$ cat src/rtl/memory_arbiter_if.sv
// Bundles the requester ports, response outputs and memory_unit command interface of memory_arbiter.
// slave is the arbiter's view; master is the view of whatever drives the requesters and memory_unit.
interface memory_arbiter_if #(
   parameter int ADDR_W = 10,
   parameter int DATA_W = 64
);
   logic              a_req;
   logic [1:0]        a_func;
   logic [ADDR_W-1:0] a_addr1;
   logic [ADDR_W-1:0] a_addr2;
   logic [DATA_W-1:0] a_wdata;
   logic              a_ack;

   logic              b_req;
   logic [1:0]        b_func;
   logic [ADDR_W-1:0] b_addr1;
   logic [ADDR_W-1:0] b_addr2;
   logic [DATA_W-1:0] b_wdata;
   logic              b_ack;

   logic [DATA_W-1:0] rsp_data1;
   logic [DATA_W-1:0] rsp_data2;
   logic [ADDR_W-1:0] rsp_free;
   logic              gc_done;
   logic [ADDR_W-1:0] gc_root;

   logic [1:0]        mu_func;
   logic              mu_execute;
   logic [ADDR_W-1:0] mu_address1;
   logic [ADDR_W-1:0] mu_address2;
   logic [DATA_W-1:0] mu_write_data;
   logic              mu_gc_ready;
   logic              mu_is_ready;
   logic              mu_gc;
   logic [DATA_W-1:0] mu_read_data1;
   logic [DATA_W-1:0] mu_read_data2;
   logic [ADDR_W-1:0] mu_free_addr;

   modport slave (
      input  a_req, a_func, a_addr1, a_addr2, a_wdata,
      input  b_req, b_func, b_addr1, b_addr2, b_wdata,
      input  mu_is_ready, mu_gc, mu_read_data1, mu_read_data2, mu_free_addr,
      output a_ack, b_ack, rsp_data1, rsp_data2, rsp_free, gc_done, gc_root,
      output mu_func, mu_execute, mu_address1, mu_address2, mu_write_data, mu_gc_ready
   );

   modport master (
      output a_req, a_func, a_addr1, a_addr2, a_wdata,
      output b_req, b_func, b_addr1, b_addr2, b_wdata,
      output mu_is_ready, mu_gc, mu_read_data1, mu_read_data2, mu_free_addr,
      input  a_ack, b_ack, rsp_data1, rsp_data2, rsp_free, gc_done, gc_root,
      input  mu_func, mu_execute, mu_address1, mu_address2, mu_write_data, mu_gc_ready
   );
endinterface

$ cat src/rtl/memory_arbiter.sv
// Round-robin arbiter of two requesters onto memory_unit, one command in flight, GC handshake with reissue.
// Requests are held by the ports until their one-cycle ack; no new grant while memory_unit is busy or in GC.
module memory_arbiter #(
   parameter int ADDR_W = 10,
   parameter int DATA_W = 64
) (
   input logic             clk,
   input logic             rst,
   memory_arbiter_if.slave bus
);
   localparam logic [2:0] S_IDLE    = 3'd0;
   localparam logic [2:0] S_ISSUE   = 3'd1;
   localparam logic [2:0] S_BUSY    = 3'd2;
   localparam logic [2:0] S_GC_REQ  = 3'd3;
   localparam logic [2:0] S_REISSUE = 3'd4;

   localparam logic [1:0] F_GET_FREE = 2'd2;
   localparam logic       PORT_A     = 1'b0;

   logic [2:0]        r_state;
   logic              r_busy_first;
   logic              r_owner;
   logic              r_rr_last;
   logic              r_has_cmd;
   logic [1:0]        r_func;
   logic [ADDR_W-1:0] r_addr1;
   logic [ADDR_W-1:0] r_addr2;
   logic [DATA_W-1:0] r_wdata;
   logic              r_a_ack;
   logic              r_b_ack;
   logic              r_gc_done;
   logic [ADDR_W-1:0] r_gc_root;
   logic [ADDR_W-1:0] r_rsp_free;
   logic [DATA_W-1:0] r_rsp_data1;
   logic [DATA_W-1:0] r_rsp_data2;

   logic              w_can_grant;
   logic              w_grant_b;
   logic [1:0]        w_sel_func;
   logic [ADDR_W-1:0] w_sel_addr1;
   logic [ADDR_W-1:0] w_sel_addr2;
   logic [DATA_W-1:0] w_sel_wdata;

   // Grants are blocked during an ack cycle: the served port still holds its request then.
   always_comb begin
      w_can_grant = bus.mu_is_ready && !bus.mu_gc && (bus.a_req || bus.b_req)
                    && !r_a_ack && !r_b_ack;
      w_grant_b   = bus.b_req && (!bus.a_req || (r_rr_last == PORT_A));
      w_sel_func  = w_grant_b ? bus.b_func  : bus.a_func;
      w_sel_addr1 = w_grant_b ? bus.b_addr1 : bus.a_addr1;
      w_sel_addr2 = w_grant_b ? bus.b_addr2 : bus.a_addr2;
      w_sel_wdata = w_grant_b ? bus.b_wdata : bus.a_wdata;
   end

   always_ff @(posedge clk or negedge rst) begin
      if (!rst) begin
         r_state      <= S_IDLE;
         r_busy_first <= 1'b0;
         r_owner      <= 1'b0;
         r_rr_last    <= 1'b1;
         r_has_cmd    <= 1'b0;
         r_func       <= '0;
         r_addr1      <= '0;
         r_addr2      <= '0;
         r_wdata      <= '0;
         r_a_ack      <= 1'b0;
         r_b_ack      <= 1'b0;
         r_gc_done    <= 1'b0;
         r_gc_root    <= '0;
         r_rsp_free   <= '0;
         r_rsp_data1  <= '0;
         r_rsp_data2  <= '0;
      end else begin
         r_a_ack   <= 1'b0;
         r_b_ack   <= 1'b0;
         r_gc_done <= 1'b0;
         case (r_state)
            S_IDLE: begin
               if (bus.mu_gc) begin
                  r_state <= S_GC_REQ;
               end else if (w_can_grant) begin
                  r_owner   <= w_grant_b;
                  r_rr_last <= w_grant_b;
                  r_func    <= w_sel_func;
                  r_addr1   <= w_sel_addr1;
                  r_addr2   <= w_sel_addr2;
                  r_wdata   <= w_sel_wdata;
                  r_has_cmd <= 1'b1;
                  r_state   <= S_ISSUE;
               end
            end
            S_ISSUE: begin
               r_busy_first <= 1'b1;
               r_state      <= S_BUSY;
            end
            S_BUSY: begin
               // is_ready lags execute by a cycle, so the first BUSY cycle cannot signal completion.
               if (r_busy_first) begin
                  r_busy_first <= 1'b0;
               end else if (bus.mu_is_ready) begin
                  if (bus.mu_gc) begin
                     r_state <= S_GC_REQ;
                  end else begin
                     r_rsp_data1 <= bus.mu_read_data1;
                     r_rsp_data2 <= bus.mu_read_data2;
                     if (r_func == F_GET_FREE) begin
                        r_rsp_free <= bus.mu_free_addr;
                     end
                     r_a_ack   <= ~r_owner;
                     r_b_ack   <= r_owner;
                     r_has_cmd <= 1'b0;
                     r_state   <= S_IDLE;
                  end
               end
            end
            S_GC_REQ: begin
               if (!bus.mu_gc) begin
                  r_gc_root <= bus.mu_read_data1[ADDR_W-1:0];
                  r_gc_done <= 1'b1;
                  r_state   <= r_has_cmd ? S_REISSUE : S_IDLE;
               end
            end
            S_REISSUE: begin
               if (bus.mu_is_ready) begin
                  r_state <= S_ISSUE;
               end
            end
            default: r_state <= S_IDLE;
         endcase
      end
   end

   always_comb begin
      bus.a_ack         = r_a_ack;
      bus.b_ack         = r_b_ack;
      bus.rsp_data1     = r_rsp_data1;
      bus.rsp_data2     = r_rsp_data2;
      bus.rsp_free      = r_rsp_free;
      bus.gc_done       = r_gc_done;
      bus.gc_root       = r_gc_root;
      bus.mu_func       = r_func;
      bus.mu_address1   = r_addr1;
      bus.mu_address2   = r_addr2;
      bus.mu_write_data = r_wdata;
      bus.mu_execute    = (r_state == S_ISSUE);
      bus.mu_gc_ready   = (r_state == S_GC_REQ);
   end
endmodule

$ cat src/flat_wrapper.sv
// flat-port wrapper written by rule: the top's interface ports become plain ports
module memory_arbiter_flat 
#(
   parameter int ADDR_W = 10,
   parameter int DATA_W = 64
)
  (clk, rst, bus_a_req, bus_a_func, bus_a_addr1, bus_a_addr2, bus_a_wdata, bus_b_req, bus_b_func, bus_b_addr1, bus_b_addr2, bus_b_wdata, bus_mu_is_ready, bus_mu_gc, bus_mu_read_data1, bus_mu_read_data2, bus_mu_free_addr, bus_a_ack, bus_b_ack, bus_rsp_data1, bus_rsp_data2, bus_rsp_free, bus_gc_done, bus_gc_root, bus_mu_func, bus_mu_execute, bus_mu_address1, bus_mu_address2, bus_mu_write_data, bus_mu_gc_ready);
  memory_arbiter_if #(.ADDR_W(ADDR_W), .DATA_W(DATA_W)) bus_i ();
  input logic clk;
  input logic rst;
  input wire logic [$bits(bus_i.a_req)-1:0] bus_a_req;
  input wire logic [$bits(bus_i.a_func)-1:0] bus_a_func;
  input wire logic [$bits(bus_i.a_addr1)-1:0] bus_a_addr1;
  input wire logic [$bits(bus_i.a_addr2)-1:0] bus_a_addr2;
  input wire logic [$bits(bus_i.a_wdata)-1:0] bus_a_wdata;
  input wire logic [$bits(bus_i.b_req)-1:0] bus_b_req;
  input wire logic [$bits(bus_i.b_func)-1:0] bus_b_func;
  input wire logic [$bits(bus_i.b_addr1)-1:0] bus_b_addr1;
  input wire logic [$bits(bus_i.b_addr2)-1:0] bus_b_addr2;
  input wire logic [$bits(bus_i.b_wdata)-1:0] bus_b_wdata;
  input wire logic [$bits(bus_i.mu_is_ready)-1:0] bus_mu_is_ready;
  input wire logic [$bits(bus_i.mu_gc)-1:0] bus_mu_gc;
  input wire logic [$bits(bus_i.mu_read_data1)-1:0] bus_mu_read_data1;
  input wire logic [$bits(bus_i.mu_read_data2)-1:0] bus_mu_read_data2;
  input wire logic [$bits(bus_i.mu_free_addr)-1:0] bus_mu_free_addr;
  output wire logic [$bits(bus_i.a_ack)-1:0] bus_a_ack;
  output wire logic [$bits(bus_i.b_ack)-1:0] bus_b_ack;
  output wire logic [$bits(bus_i.rsp_data1)-1:0] bus_rsp_data1;
  output wire logic [$bits(bus_i.rsp_data2)-1:0] bus_rsp_data2;
  output wire logic [$bits(bus_i.rsp_free)-1:0] bus_rsp_free;
  output wire logic [$bits(bus_i.gc_done)-1:0] bus_gc_done;
  output wire logic [$bits(bus_i.gc_root)-1:0] bus_gc_root;
  output wire logic [$bits(bus_i.mu_func)-1:0] bus_mu_func;
  output wire logic [$bits(bus_i.mu_execute)-1:0] bus_mu_execute;
  output wire logic [$bits(bus_i.mu_address1)-1:0] bus_mu_address1;
  output wire logic [$bits(bus_i.mu_address2)-1:0] bus_mu_address2;
  output wire logic [$bits(bus_i.mu_write_data)-1:0] bus_mu_write_data;
  output wire logic [$bits(bus_i.mu_gc_ready)-1:0] bus_mu_gc_ready;
  assign bus_i.a_req = bus_a_req;
  assign bus_i.a_func = bus_a_func;
  assign bus_i.a_addr1 = bus_a_addr1;
  assign bus_i.a_addr2 = bus_a_addr2;
  assign bus_i.a_wdata = bus_a_wdata;
  assign bus_i.b_req = bus_b_req;
  assign bus_i.b_func = bus_b_func;
  assign bus_i.b_addr1 = bus_b_addr1;
  assign bus_i.b_addr2 = bus_b_addr2;
  assign bus_i.b_wdata = bus_b_wdata;
  assign bus_i.mu_is_ready = bus_mu_is_ready;
  assign bus_i.mu_gc = bus_mu_gc;
  assign bus_i.mu_read_data1 = bus_mu_read_data1;
  assign bus_i.mu_read_data2 = bus_mu_read_data2;
  assign bus_i.mu_free_addr = bus_mu_free_addr;
  assign bus_a_ack = bus_i.a_ack;
  assign bus_b_ack = bus_i.b_ack;
  assign bus_rsp_data1 = bus_i.rsp_data1;
  assign bus_rsp_data2 = bus_i.rsp_data2;
  assign bus_rsp_free = bus_i.rsp_free;
  assign bus_gc_done = bus_i.gc_done;
  assign bus_gc_root = bus_i.gc_root;
  assign bus_mu_func = bus_i.mu_func;
  assign bus_mu_execute = bus_i.mu_execute;
  assign bus_mu_address1 = bus_i.mu_address1;
  assign bus_mu_address2 = bus_i.mu_address2;
  assign bus_mu_write_data = bus_i.mu_write_data;
  assign bus_mu_gc_ready = bus_i.mu_gc_ready;
  memory_arbiter #(.ADDR_W(ADDR_W), .DATA_W(DATA_W)) u_core (.clk(clk), .rst(rst), .bus(bus_i));
endmodule
$ cat config.mk
export PLATFORM = sky130hd
export DESIGN_NAME = memory_arbiter_flat
export DESIGN_NICKNAME = d
export VERILOG_FILES = /design/src/rtl/memory_arbiter_if.sv /design/src/rtl/memory_arbiter.sv /design/src/flat_wrapper.sv
export SDC_FILE = /design/constraint.sdc
export NUM_CORES = 1
export LEC_CHECK = 0
export ABC_AREA = 1
export CAP_MARGIN = 20
export CORE_AREA = 2 2 218 220
export DETAILED_ROUTE_END_ITERATION = 10
export DIE_AREA = 0 0 220 222
export PLACE_DENSITY = 0.56
export SLEW_MARGIN = 10
export SYNTH_ARGS = -nofsm -noshare
export SYNTH_HDL_FRONTEND = slang
export SYNTH_SLANG_ARGS = --single-unit
$ cat constraint.sdc
create_clock -name clk -period 1.5 [get_ports clk]
set_input_delay 0.375 -clock clk [delete_from_list [all_inputs] [get_ports clk]]
set_output_delay 0.375 -clock clk [all_outputs]
set_load 0.05 [all_outputs]
# Word-level counts from Yosys, hierarchy flattened
# Cells that the tools add are included.
# op_classes
eq_ne	13
mux	30
bitwise	4
reduce_logical	20
# ops
op	count
64-bit two-way mux	1
3-bit two-way mux	7
10-bit two-way mux	2
1-bit two-way mux	15
3-bit case mux with 5 select lines	1
2-bit != test, second input constant	6
5-bit AND reduction	2
3-bit by 2-bit equality test with 1-bit output, second input constant	2
6-bit AND reduction	1
1-bit logical AND	5
1-bit zero test	4
2-bit two-way mux	2
1-bit NOT	4
1-bit case mux with 2 select lines	2
4-bit AND reduction	1
2-bit nonzero test	2
3-bit by 1-bit equality test with 1-bit output, second input constant	1
3-bit equality test, second input constant	1
3-bit zero test	1
3-bit by 2-bit != test with 1-bit output, second input constant	1
3-bit AND reduction	1
2-bit equality test, second input constant	1
1-bit logical OR	2
2-bit by 1-bit != test with 1-bit output, second input constant	1
2-bit AND reduction	1
# word_totals
ff_bits	244
inputBits	316

# Logic depth before layout (Yosys ltp)
# Gate-level depths: netlist (run 1).
# logic_depth
word_depth	8
ltp_mapped	9
mapped_depth_nobuf	7

# Worst setup path before layout (run 1)
# No wires, ideal clock.
# synth_timing
path_kind	register to register
startpoint	register u_core.r_a_ack, in the netlist u_core.bus.a_ack
endpoint	register u_core.r_wdata[34], in the netlist u_core.bus.mu_write_data[34]
arrival_ps	1473
required_ps	1381
slack_ps	-93
stages_incl_launch_ff	9
n_path_buf	2
period_less_slack_ps	1593
cell_sequence	dfrtp_1 nor2_1 nand3_1 nor2_4 inv_2 buf_6 buf_2 nand2_1 nand2_1
# synth_between
elab_chain_cells	4
# synth_lines
element	line_no	rtl
start, declared	memory_arbiter.sv:29	logic r_a_ack;
start signal, assigned	memory_arbiter.sv:109	r_a_ack <= ~r_owner;
1-bit zero test	memory_arbiter.sv:47	&& !r_a_ack && !r_b_ack;
1-bit logical AND (2 in series)	memory_arbiter.sv:47	
3-bit AND reduction (no line)	n/a	
end signal, assigned	memory_arbiter.sv:87	r_wdata <= w_sel_wdata;
end, declared	memory_arbiter.sv:28	logic [DATA_W-1:0] r_wdata;
# No other way between the ends.
# A chain may end at the register's enable or synchronous reset.

# Worst setup path after layout (run 1)
# layout_timing
startpoint	register u_core.r_state[0]
endpoint	output port bus_mu_gc_ready
# layout_between
elab_chain_cells	1
# layout_lines
element	line_no	rtl
start, declared	memory_arbiter.sv:20	logic [2:0] r_state;
start signal, assigned	memory_arbiter.sv:120	r_state <= r_has_cmd ? S_REISSUE : S_IDLE;
3-bit by 2-bit equality test with 1-bit output	memory_arbiter.sv:146	bus.mu_gc_ready = (r_state == S_GC_REQ);
end, declared	flat_wrapper.sv:38	output wire logic [$bits(bus_i.mu_gc_ready)-1:0] bus_mu_gc_ready;
# No other way between the ends.

==> results of run 1 <==
[flip-flops by register name, indices dropped and copies added, names as in the netlist, 2 cells and up]
register,count
u_core.bus.mu_func,2
u_core.bus.gc_root,10
u_core.r_state,3
u_core.bus.rsp_free,10
u_core.bus.mu_address1,10
u_core.bus.rsp_data1,64
u_core.bus.rsp_data2,64
u_core.bus.mu_write_data,64
u_core.bus.mu_address2,10
[power groups by stage]
stage | registers [mW] | clock network [mW] | logic, mW
4_1_cts | 13.5 | 7.20 | 33.6
5_1_grt | 13.9 | 7.49 | 35.0
2_1_floorplan | 22.7 | 0 | 4.07
3_5_place_dp | 13.6 | 0 | 32.0
3_3_place_gp | 13.5 | 0 | 31.9
6_report | 13.5 | 7.00 | 33.4
[how the worst min path moves through the flow]
stage          from                                     to  slack (ns)
6_report        rst      u_core.bus.mu_func[1]$_DFFE_PN0P_        0.28
5_1_grt         rst      u_core.bus.mu_func[1]$_DFFE_PN0P_        0.30
4_1_cts         rst  u_core.bus.mu_address2[0]$_DFFE_PN0P_        0.27
3_5_place_dp    rst  u_core.bus.mu_address2[0]$_DFFE_PN0P_        0.27
3_3_place_gp    rst  u_core.bus.mu_address2[0]$_DFFE_PN0P_        0.27
2_1_floorplan   rst             u_core.bus.a_ack$_DFF_PN0_        0.08
[cells in the mapped netlist]
library cell / number / area share
nand2_1: 926 / 0.34
dfrtp_1: 243 / 0.59
buf_2: 30 / 0.015
inv_1: 26 / 0.0094
o21ai_0: 25 / 0.012
clkbuf_1: 24 / 0.0087
nand3_1: 18 / 0.0087
buf_4: 12 / 0.0087
nor2_1: 10 / 0.0036
inv_2: 3 / 0.0011
buf_6: 2 / 0.0022
clkinv_1: 1 / 0.00036
dfstp_2: 1 / 0.0025
nand2_2: 1 / 0.00060
nand3_2: 1 / 0.00097
nand4_1: 1 / 0.00060
nor2_2: 1 / 0.00060
nor2_4: 1 / 0.0011
nor3_2: 1 / 0.00097
[per-stage QoR]
step / TNS [ns] / worst slack, ns / total power [mW]
floorplan: -0.301 / -0.0109 / 26.7
global placement: -108.49 / -0.578 / 45.4
detailed placement: -110.07 / -0.588 / 45.6
CTS: -31.45 / -0.327 / 54.4
global route: -53.53 / -0.358 / 56.4
finish: -27.52 / -0.309 / 54.0
[layout by cell type, fill, tap and decap left out]
| cell | Yosys | layout |
|---|---|---|
| nand2_1 | 926 | 921 |
| clkdlybuf4s50_1 | 0 | 314 |
| buf_12 | 0 | 264 |
| dfrtp_1 | 243 | 233 |
| buf_4 | 12 | 90 |
| clkbuf_16 | 0 | 30 |
| inv_1 | 26 | 22 |
| o21ai_0 | 25 | 22 |
| nand3_1 | 18 | 14 |
| buf_6 | 2 | 10 |
| dfrtp_2 | 0 | 10 |
| nor2_1 | 10 | 9 |
| clkinv_2 | 0 | 9 |
| bufbuf_16 | 0 | 8 |
| buf_16 | 0 | 8 |
| inv_2 | 3 | 4 |
| clkbuf_1 | 24 | 4 |
| clkbuf_8 | 0 | 4 |
| nand3_2 | 1 | 3 |
| nand3_4 | 0 | 3 |
| o21ai_1 | 0 | 3 |
| nand2_4 | 0 | 3 |
| nand2_2 | 1 | 3 |
| bufinv_16 | 0 | 3 |
| clkinvlp_4 | 0 | 2 |
| inv_4 | 0 | 2 |
| nor2_4 | 1 | 2 |
| buf_8 | 0 | 2 |
| nor3_4 | 0 | 1 |
| inv_6 | 0 | 1 |
| nand4_1 | 1 | 1 |
| nor2_2 | 1 | 1 |
| dlygate4sd3_1 | 0 | 1 |
| dfstp_2 | 1 | 1 |
[routing by layer]
layer,part of all wire,track usage,vias up
met5,0,0,-
met4,0.024,0.0489,0
met3,0.084,0.0418,51
met2,0.50,0.319,420
met1,0.39,0.211,4994
li1,-,-,5321
[area by class of cell]
cell class / count / area (um^2)
clock buffer: 37 / 796
clock inverter: 13 / 143
multi-input combinational: 986 / 3870
fill: 4286 / 24700
inverter: 30 / 126
sequential: 244 / 6120
tap: 607 / 759
timing repair buffer: 698 / 9760
[cells by family (layout without fill, tap and decap cells)]
logic type	after synthesis	in the layout
flops	244	244
compound gates	25	25
buf+inv	98	778
simple gates	960	961
[what timing repair did]
action	in CTS	in global routing
endpoints found under the hold margin	61	0
pin swaps	3	2
hold buffers	1	0
setup endpoints to repair	328	471
setup buffers	51	2
cloned	15	1
resized for setup	50	8
==> flow_metrics.py, run 1 <==
metrics = {
    "timing": {
        "period_needed_ns": 1.81,
        "clock_skew_ns": 0.0132,
        "finalSetupViolCount": 262,
        "hold_violations": 0,
        "slew_headroom": 0.790,
        "tightest_slew_ns": 0.315,
        "min_period_over_period": 1.21,
        "slew_viol_final": 0,
        "rsz0062_at_grt": "true",
        "fin_ws_ns": -0.309,
        "whs_ns": 0.285,
        "fmax_mhz": 553,
    },
    "route": {
        "drcViolationCount": 0,
        "wl_mm": 43.8,
        "antenna_left": 0,
        "vias": 10800,
        "drtPass1Iterations": 5,
        "viasPerCell": 4.12,
        "drt_iter0_drc": 651,
        "wire_per_inst_um": 16.8,
    },
    "setup_path": {
        "crit_start": "u_core.r_state[0]$_DFFE_PN0P_",
        "path_cells": "buf_6, nand3_4, clkinvlp_4, buf_12",
        "crit_family": "buffers and inverters",
        "crit_type": "flop to output pin",
        "crit_path_end_kind": "output pin",
        "cp-endpoint": "bus_mu_gc_ready",
        "slowest_delay_ns": 0.40,
        "timing.rr.start": "u_core.r_state[0]$_DFFE_PN0P_",
        "ff2ff_path_depth": 9,
        "cp-start-kind": "flop",
        "path_buf_inv": 3,
        "cp_num_cells": 4,
        "path_max_fanout": 3,
        "reg2reg_slack_ns": -0.26,
        "cp_data_arrival_time_ns": 1.43,
        "cp_slowest_cell": "dfrtp_1",
        "r2r_end": "u_core.bus.rsp_data2[42]$_DFFE_PN0P_",
        "cp.required_ns": 1.12,
    },
    "cells_and_area": {
        "syn2layout_area_growth_pct": 108,
        "final_util": 0.466,
        "final_area_um2": 21600,
        "layout.cells.non_filler": 2615,
        "final_nets": 2304,
        "drive_gt1_frac": 0.231,
        "diodes": 0,
    },
    "pwr": {
        "p_leak_nw": 10.8,
        "internal_power_mw": 30.1,
        "p_seq_frac": 0.251,
        "ir_worst_vdd_v": 0.00157,
        "clock_power_share": 0.130,
        "pwr_density_cell_nw_per_um2": 2500,
        "p_switching_mw": 23.9,
        "swShare": 0.443,
        "pwr-share-comb": 0.619,
    },
    "clock_tree": {
        "htreeDepth": 1,
        "cts_tree": "built",
        "clkSinkCount": 244,
        "cts_buffers": 28,
        "cts.path.max_buffers": 3,
        "root_buffer": "clkbuf_16",
        "clk_pin_slew_ns": 0.06,
        "clk_latency_ns": 0.55,
    },
    "global_route": {
        "track_usage": 0.178,
        "overflow": 0,
        "grt_pass1_vias": 11400,
        "antenna_found_initial": 0,
        "grt_max_degree": 57,
        "grt_pass1_wl_mm": 67.1,
    },
    "worst_hold_path": {
        "hold_path.class": "input pin to async pin",
    },
    "logic_synthesis": {
        "syn_inst": 1327,
        "ys_seq_elements": 244,
        "yosys.area_share.simple": 0.353,
        "syn_area_um2": 10400,
        "synthAdderAreaFrac": 0,
        "ys_warn_count": 0,
        "synthDistinctLibCells": 19,
        "seq_area_frac_synth": 0.590,
        "muxShareOfSynthArea": 0,
        "syn-num-nets": 1643,
        "synth_top_family_by_area": "simple AND/OR/NAND/NOR gates",
        "synth_compound_area_frac": 0.0121,
        "syn_avg_cell_area_um2": 7.80,
        "synth_xor_area_frac": 0,
    },
    "die": {
        "start_util": 0.224,
        "num_rows": 79,
        "die_w_um": 220,
        "pin_count": 555,
        "coreArea_um2": 46300,
        "dieArea_um2": 48800,
        "die_h_um": 222,
    },
    "place": {
        "routabilityCongestion": 0.900,
        "port_buffers": 554,
        "dp.cells": 2495,
        "placement.cell_area_um2": 19500,
        "hpwl_mm": 32.3,
    },
    "outcome": {
        "failed_checks": "negative setup slack",
        "status": "finished with violations",
    },
    "flow_run": {
        "maxCapViolations": 0,
    },
}
(Power assumes the default switching activity.)
==> run 2: changes to the inputs <==
- CORE_AREA: 2 2 218 220 -> 2 2 213 215
- DIE_AREA: 0 0 220 222 -> 0 0 215 217
- TNS_END_PERCENT: not set -> 50
- clock period: 1.5 -> 1.9 ns (I/O delays scaled with it)
==> flow_metrics.py, run 2 (synthesis gave the netlist of run 1 again) <==
metrics = {
    "outcome": {
        "status": "finished clean",
    },
    "die": {
        "die_w_um": 215,
        "dieArea_um2": 46700,
        "die_h_um": 217,
        "pin_count": 555,
        "start_util": 0.232,
        "num_rows": 78,
        "coreArea_um2": 44700,
    },
    "global_route": {
        "track_usage": 0.164,
        "overflow": 0,
        "grt_pass1_wl_mm": 59.8,
        "grt_max_degree": 86,
        "antenna_found_initial": 4,
        "grt_pass1_vias": 10200,
    },
    "setup_path": {
        "cp.required_ns": 1.42,
        "timing.rr.start": "u_core.r_state[1]$_DFFE_PN0P_",
        "crit_path_end_kind": "output pin",
        "cp-start-kind": "flop",
        "cp_data_arrival_time_ns": 1.35,
        "reg2reg_slack_ns": 0.25,
        "ff2ff_path_depth": 8,
        "crit_type": "flop to output pin",
        "r2r_end": "u_core.bus.mu_write_data[42]$_DFFE_PN0P_",
        "path_max_fanout": 4,
    },
    "cells_and_area": {
        "syn2layout_area_growth_pct": 67.9,
        "fillers": 4651,
        "drive_gt1_frac": 0.185,
        "final_common_cell": "nand2_1",
        "final_nets": 2215,
        "final_cell_mix": "925 x nand2_1, 314 x clkdlybuf4s50_1, 272 x buf_4, 242 x dfrtp_1, 29 x clkbuf_16",
    },
    "clock_tree": {
        "htreeDepth": 1,
        "clk_pin_slew_ns": 0.06,
        "clk_latency_ns": 0.54,
        "cts_tree": "built",
        "root_buffer": "clkbuf_16",
        "cts.path.max_buffers": 3,
        "cts_buffers": 28,
        "clkSinkCount": 244,
    },
    "timing": {
        "slew_headroom": 0.725,
        "rsz0062_at_grt": "true",
        "hold_violations": 0,
        "min_period_over_period": 0.962,
        "period_needed_ns": 1.83,
        "tns_ns": 0,
        "finalSetupViolCount": 0,
        "fmax_mhz": 547,
        "slew_viol_final": 0,
        "clock_skew_ns": 0.0150,
        "tightest_slew_ns": 0.412,
    },
    "route": {
        "wire_per_inst_um": 15.8,
        "viasPerCell": 4.14,
        "wl_mm": 39.9,
        "drtPass1Iterations": 6,
        "drcViolationCount": 0,
        "vias": 10400,
        "antenna_left": 0,
        "drt_iter0_drc": 525,
    },
    "pwr": {
        "p_total_mw": 33.7,
        "pwr_density_cell_nw_per_um2": 1940,
        "p_leak_nw": 9.24,
        "ir_worst_vdd_v": 0.00124,
    },
    "flow_run": {
        "maxCapViolations": 0,
    },
    "worst_hold_path": {
        "holdPathEnd": "u_core.bus.a_ack$_DFF_PN0_",
        "hold_path.startpoint": "u_core.r_owner$_DFFE_PN0P_",
        "hold_path.class": "flop to flop",
        "hold-path-cell-count": 1,
    },
    "place": {
        "hpwl_mm": 31.5,
        "port_buffers": 554,
        "routabilityCongestion": 0.887,
    },
}
[run 2: through the flow]
| step | area (um^2) | setup slack (ns) | hold WS, ns | instances | util |
|---|---|---|---|---|---|
| detailed placement | 16400 | -0.200 | 0.397 | 2464 | 0.366 |
| CTS | 17400 | 0.00609 | 0.405 | 2516 | 0.389 |
| finish | 17400 | 0.0718 | 0.423 | 2518 | 0.389 |
| global route | 17400 | -0.000406 | 0.443 | 2517 | 0.389 |
| global placement | 16400 | -0.216 | 0.396 | 2464 | 0.366 |
| floorplan | 10400 | 0.307 | 0.179 | 1327 | - |
[run 2: final cells by class]
class                   instances  area (um^2)  area share
diodes                          2         5.00    0.000288
multi-input cells             985         3800       0.219
well taps                     600          751      0.0432
flip-flops and latches        244         6110       0.352
inverters                      30          113     0.00648
clock buffers                  38          800      0.0460
repair buffers                610         5650       0.325
clock inverters                 9          145     0.00835
[run 2: where the power goes]
| group | switching (mW) | leakage (nW) | total, mW | internal (mW) |
|---|---|---|---|---|
| Sequential | 1.57 | 3.07 | 9.36 | 7.78 |
| Clock | 2.08 | 0.468 | 5.53 | 3.45 |
| Combinational | 13.3 | 5.70 | 18.8 | 5.48 |
| Total | 17.0 | 9.24 | 33.7 | 16.7 |
[run 2: critical path, stage by stage, from the launching register on]
cell and delay (ns):
dfrtp_1 0.37, inv_2 0.09, nand3_1 0.11, inv_2 0.10, buf_12 0.13
[run 2: what timing repair did]
item	4_1_cts	5_1_grt
resized for setup	3	3
buffers inserted	4	0
hold buffers	1	0
hold endpoints to repair	31	0
gates cloned	0	0
endpoints found under the setup margin	2	2
[run 2: worst max path at each step]
| stage | start | endpoint | slack [ns] | depth (start not counted) |
|---|---|---|---|---|
| global placement | bus_b_req | u_core.bus.mu_write_data[60]$_DFFE_PN0P_ | -0.22 | 9 |
| detailed placement | bus_mu_is_ready | u_core.bus.mu_write_data[53]$_DFFE_PN0P_ | -0.20 | 9 |
| finish | u_core.r_state[2]$_DFFE_PN0P_ | bus_mu_gc_ready | 0.07 | 4 |
| floorplan | u_core.bus.a_ack$_DFF_PN0_ | u_core.bus.mu_write_data[34]$_DFFE_PN0P_ | 0.31 | 8 |
| global route | u_core.r_state[2]$_DFFE_PN0P_ | bus_mu_gc_ready | -0.0004 | 4 |
| CTS | u_core.r_state[1]$_DFFE_PN0P_ | bus_mu_execute | 0.006 | 4 |
[run 2: per-layer routing]
layer | GRT usage | part of all wire | up-vias | wire [um]
met5 | 0 | 0 | - | 0
met4 | 0.0485 | 0.024 | 0 | 975
met3 | 0.0383 | 0.076 | 53 | 3020
met2 | 0.290 | 0.49 | 417 | 19600
met1 | 0.199 | 0.41 | 4814 | 16300
li1 | - | - | 5136 | -
